**src/rtl/router_pkg.sv**
```systemverilog
// Shared definitions for the 1x3 router ingress control: port count, header
// address width and the ingress FSM state encoding.
package router_pkg;

  localparam int NUM_PORTS = 3;
  localparam int ADDR_W    = 2;
  localparam logic [ADDR_W-1:0] INVALID_ADDR = 2'b11;

  typedef enum logic [2:0] {
    DECODE_ADDRESS     = 3'd0,
    LOAD_FIRST_DATA    = 3'd1,
    LOAD_DATA          = 3'd2,
    FIFO_FULL_STATE    = 3'd3,
    LOAD_AFTER_FULL    = 3'd4,
    LOAD_PARITY        = 3'd5,
    CHECK_PARITY_ERROR = 3'd6,
    WAIT_TILL_EMPTY    = 3'd7
  } state_t;

  function automatic logic addr_valid(input logic [ADDR_W-1:0] a);
    return (a != INVALID_ADDR) && (int'(a) < NUM_PORTS);
  endfunction

  // Per-port flag lookup; an out-of-range address reads as 0.
  function automatic logic port_bit(input logic [NUM_PORTS-1:0] v,
                                    input logic [ADDR_W-1:0]    a);
    logic r;
    r = 1'b0;
    for (int i = 0; i < NUM_PORTS; i++)
      if (int'(a) == i) r = v[i];
    return r;
  endfunction

endpackage

```
**src/rtl/router_fsm.sv**
```systemverilog
// Ingress control FSM of the 1x3 router: decodes the header address and
// sequences header, payload and parity loads into the per-port FIFOs.
//
// state              | meaning
// DECODE_ADDRESS     | idle, waiting for a header byte
// LOAD_FIRST_DATA    | header byte written to target FIFO
// LOAD_DATA          | payload bytes streaming
// FIFO_FULL_STATE    | target FIFO full, source stalled
// LOAD_AFTER_FULL    | write the byte held during the stall
// LOAD_PARITY        | parity byte written
// CHECK_PARITY_ERROR | parity compare, internal registers cleared
// WAIT_TILL_EMPTY    | target FIFO still draining previous packet
module router_fsm
  import router_pkg::*;
(
  input  logic                 clock,
  input  logic                 resetn,
  input  logic                 pkt_valid,
  input  logic [ADDR_W-1:0]    data_in,
  input  logic                 fifo_full,
  input  logic [NUM_PORTS-1:0] fifo_empty,
  input  logic [NUM_PORTS-1:0] soft_reset,
  input  logic                 parity_done,
  input  logic                 low_pkt_valid,
  output logic                 busy,
  output logic                 detect_add,
  output logic                 lfd_state,
  output logic                 ld_state,
  output logic                 laf_state,
  output logic                 full_state,
  output logic                 write_enb_reg,
  output logic                 rst_int_reg
);

  state_t            state, state_nxt;
  logic [ADDR_W-1:0] addr_q;

  always_ff @(posedge clock or negedge resetn) begin
    if (!resetn) begin
      state  <= DECODE_ADDRESS;
      addr_q <= '0;
    end else begin
      state <= state_nxt;
      if (state == DECODE_ADDRESS && pkt_valid)
        addr_q <= data_in;
    end
  end

  always_comb begin
    state_nxt = state;
    // A timeout on the packet's own FIFO aborts the packet from any busy state.
    if (state != DECODE_ADDRESS && port_bit(soft_reset, addr_q)) begin
      state_nxt = DECODE_ADDRESS;
    end else begin
      case (state)
        DECODE_ADDRESS:
          if (pkt_valid && addr_valid(data_in))
            state_nxt = port_bit(fifo_empty, data_in) ? LOAD_FIRST_DATA : WAIT_TILL_EMPTY;
        LOAD_FIRST_DATA:
          state_nxt = LOAD_DATA;
        LOAD_DATA:
          if (fifo_full)       state_nxt = FIFO_FULL_STATE;
          else if (!pkt_valid) state_nxt = LOAD_PARITY;
        FIFO_FULL_STATE:
          if (!fifo_full) state_nxt = LOAD_AFTER_FULL;
        LOAD_AFTER_FULL:
          if (parity_done)        state_nxt = DECODE_ADDRESS;
          else if (low_pkt_valid) state_nxt = LOAD_PARITY;
          else                    state_nxt = LOAD_DATA;
        LOAD_PARITY:
          state_nxt = CHECK_PARITY_ERROR;
        CHECK_PARITY_ERROR:
          state_nxt = fifo_full ? FIFO_FULL_STATE : DECODE_ADDRESS;
        WAIT_TILL_EMPTY:
          if (port_bit(fifo_empty, addr_q)) state_nxt = LOAD_FIRST_DATA;
        default:
          state_nxt = DECODE_ADDRESS;
      endcase
    end
  end

  assign detect_add    = (state == DECODE_ADDRESS);
  assign lfd_state     = (state == LOAD_FIRST_DATA);
  assign ld_state      = (state == LOAD_DATA);
  assign laf_state     = (state == LOAD_AFTER_FULL);
  assign full_state    = (state == FIFO_FULL_STATE);
  assign rst_int_reg   = (state == CHECK_PARITY_ERROR);
  assign busy          = !(detect_add || ld_state);
  assign write_enb_reg = ld_state || laf_state || (state == LOAD_PARITY);

endmodule

```
**config.mk**
```make
export PLATFORM = sky130hd
export DESIGN_NAME = router_fsm
export DESIGN_NICKNAME = d
export VERILOG_FILES = /design/src/rtl/router_pkg.sv /design/src/rtl/router_fsm.sv
export SDC_FILE = /design/constraint.sdc
export NUM_CORES = 1
export LEC_CHECK = 0
export ABC_AREA = 1
export CAP_MARGIN = 25
export CORE_MARGIN = 1.5
export CORE_UTILIZATION = 40
export CTS_CLUSTER_DIAMETER = 200
export DETAILED_ROUTE_END_ITERATION = 6
export MAX_ROUTING_LAYER = met4
export PLACE_DENSITY_LB_ADDON = 0.12
export SETUP_SLACK_MARGIN = 0.2
export SYNTH_ARGS = -nofsm -noshare
export SYNTH_HDL_FRONTEND = slang
export SYNTH_SLANG_ARGS = --single-unit
```
**constraint.sdc**
```tcl
create_clock -name clock -period 1.8 [get_ports clock]
set_clock_uncertainty 0.2 [all_clocks]
set_input_delay 0.36 -clock clock [delete_from_list [all_inputs] [get_ports clock]]
set_output_delay 0.36 -clock clock [all_outputs]
set_load 0.05 [all_outputs]
```
==> run summary <==
Summing internal, switching and leakage power gives 1890 uW. The signed area change from the synthesized netlist to the final layout is 83.8%. The initial DRC count came out at 34. CTS built an H-tree with a depth of 1. The sum of buffers and inverters on the critical path came out at 2. For the worst setup path, the data required time is 1.24 ns.

Timing would allow up to 563 MHz. Of the synthesized area, sequential elements account for 0.238. The final setup violation count came out at 0. sky130_fd_sc_hd__dfrtp_1 takes more of the synthesized area than any other cell. The reported max-cap violation count is 0. The highest net fanout along the worst path came out at 4. The clock buffer count from CTS came out at 3. The worst setup path is launched from a register. The via density per instance came out at 5.33. The number of detailed-routing iterations run before antenna repair is 4.

The via count of the first global-routing pass came out at 648. TritonCTS built the clock tree. The area of the placeable core is 1170 sq um. The total count of max-transition violations in the final report came out at 0. The post-route cell area came out at 966 sq um. The area taken by multi-input logic gates is 377 sq um. The total congestion overflow is 0.

The share of the core filled with cells in the final layout is 0.825. The number of fill cells in the layout came out at 80. The slew at the pin closest to its max-slew limit came out at 0.254 ns. The buffer cell driving the clock tree root is sky130_fd_sc_hd__clkbuf_4. At the end of the flow, the number of nets in the layout was 137.

In the post-synthesis netlist, the cell with the most instances is sky130_fd_sc_hd__nand2_1. The cell family contributing the most delay on the critical path is flip-flops. The number of hold violations in the final report was 0.

In this run the count of I/O pins placed on the die edge is 22. The area share of the largest cell type after synthesis came out at 0.238. The maximum buffer depth of the clock tree is 2.

In this run the horizontal extent of the chip is 39.2 um. VDD sags by at most 0.00111 V. The initial antenna violation count came to 0. Synthesis instantiated 19 different standard cells from the library.

The average footprint of a synthesized cell came out at 5.84 sq um. For this design, the sink count on the clock tree is 5. The final wirelength is 1.80 mm. Synthesis produced a netlist with a net count of 104.

For this run, the leading register cell type out of synthesis is sky130_fd_sc_hd__dfrtp_1. The critical path goes through inv_4 > nand2_4 > nor2_4 > o21bai_4 > buf_12. Synthesis produced a netlist whose cell count is 90. For this configuration, the core starts out at a cell density of 0.449. The worst-case headroom to the max-slew limit is 0.830.

The y dimension of the die is 39.2 um. Clock-pin slew was measured on the worst setup and hold paths at 0.04 ns. The largest single stage delay on the critical path is 0.44 ns. The post-layout minimum cycle time is 1.78 ns. Ranked by instance count, the synthesized netlist is headed by 24 x sky130_fd_sc_hd__nand2_1, 13 x sky130_fd_sc_hd__inv_1, 10 x sky130_fd_sc_hd__nand3_1, 10 x sky130_fd_sc_hd__o21ai_0, 6 x sky130_fd_sc_hd__nor2_1. The total standard cell area after synthesis is 526 sq um. The slowest cell on the critical path is sky130_fd_sc_hd__dfrtp_2. The endpoint type of the worst setup path is an output port. The remaining design rule violation count is 0.

For this design the ratio of total power to cell area is 1950 nW/um^2. Across the whole layout, storage elements account for 129 sq um. The analysis attributes to cell leakage a power of 0.000484 uW. The largest net degree at the start of global routing is 7. The global-route total usage across every layer is 0.291. After synthesis, the cell types taking the most area are sky130_fd_sc_hd__dfrtp_1 24%, sky130_fd_sc_hd__nand2_1 17%, sky130_fd_sc_hd__nand3_1 9.5%. The critical path in this run is classified as register to output port. The floorplan step defined a die boundary enclosing 1540 sq um. Once detail routing completed, the nets flagged for antenna violations numbered 0. The post-place instance area is 873 sq um.

The number of antenna diodes came out at 0. Yosys printed 0 warnings. The classification of the worst-slack hold path is input port to asynchronous set/reset pin.

Once detailed placement completed, the half-perimeter wirelength came to 1.28 mm. The detail-routed net length per standard cell came out at 13.2 um. The period utilization came out at 0.988. The flow ran to the end, and the final reports show no timing, DRC or antenna violations.

In the final layout, the share of cells above drive strength 1 is 0.385. The number of port buffers came out at 21. The clock latency at the later pin of the worst-skew pair is 0.23 ns.

Counting flops with a built-in enable in the synthesized netlist gives 0. The total of flip-flops plus latches after synthesis came out at 5. The first global-routing pass estimated 2.87 mm of wire. Setup repair after global routing could not meet its margin everywhere. The number of vias after detailed routing is 725.

For the worst setup path, the data arrival time is 1.22 ns. The fraction of registers with async set or reset after synthesis is 1.00. After floorplanning, the core was divided into 12 placement rows.

The weighted congestion reported at the end of routability-driven placement came out at 0.877.
==> registers in the layout, summed over array words and instances, names as in the netlist <==
| register | cells |
|---|---|
| addr_q | 2 |
| state | 3 |
==> where the power goes <==
part	internal (uW)	switching [uW]	total [uW]
combinational	648	847	1500
sequential	173	91.9	265
clock	83.6	43.0	127
total	905	982	1890
==> cell usage in the layout, fill, tap and decap left out, drive strengths merged <==
cell           instances
nand4                  2
inv                   15
nand3b                 1
clkdlybuf4s50         13
clkinvlp               1
clkbuf                 4
o21ai                 10
dfrtp                  5
nand2                 29
buf                   16
nor3                   1
or2                    1
o21bai                 1
clkinv                 1
nor2                  10
a21oi                  1
nand3                 11
==> cell families (layout without fill, tap and decap cells) <==
family / after synthesis / in the layout / share of synthesized area
AND/OR/NAND/NOR: 55 / 55 / 0.505
flip-flops: 5 / 5 / 0.238
buffers and inverters: 18 / 50 / 0.138
AO/OA/AOI/OAI: 12 / 12 / 0.119
==> metal layers <==
layer,global-route usage,share of wire
met2,0.517,0.52
met3,0.0405,0.061
met5,-,0
met1,0.332,0.41
met4,0.0948,0.016
==> layout make-up <==
cell class / instances / share of cell area
inverter: 17 / 0.0738
tap: 14 / 0.0181
timing repair buffer: 29 / 0.358
clock buffer: 4 / 0.0272
sequential: 5 / 0.133
multi-input combinational: 67 / 0.390
==> final timing paths <==
kind / startpoint / endpoint / slack, ns / cells after the start
max: state[0] / write_enb_reg / 0.02 / 5
max in group asynchronous: resetn / state[1] / 1.02 / 1
min: resetn / state[2] / 0.16 / 1
min reg2reg: addr_q[0] / addr_q[0] / 0.36 / 2
min in group clock: addr_q[0] / addr_q[0] / 0.36 / 2
max reg2reg: state[2] / state[0] / 0.19 / 10
==> per-stage QoR <==
step | setup TNS (ns) | hold WS [ns] | worst slack, ns | std cells
final | 0 | 0.158 | 0.0222 | 136
after global routing | -0.0585 | 0.160 | -0.0300 | 136
after CTS | 0 | 0.153 | 0.0220 | 136
after detailed placement | -0.0106 | 0.357 | -0.00930 | 125
after global placement | 0 | 0.353 | 0.0299 | 125
after floorplan | 0 | -0.136 | 0.0343 | 90
==> timing repair <==
action                     in CTS  in global routing
setup endpoints to repair       8                 12
buffers inserted                7                  0
gates resized for setup         6                  2
hold buffers                    0                  0
pin swaps                       2                  0
Note: power is estimated with default switching activity, not from simulation.
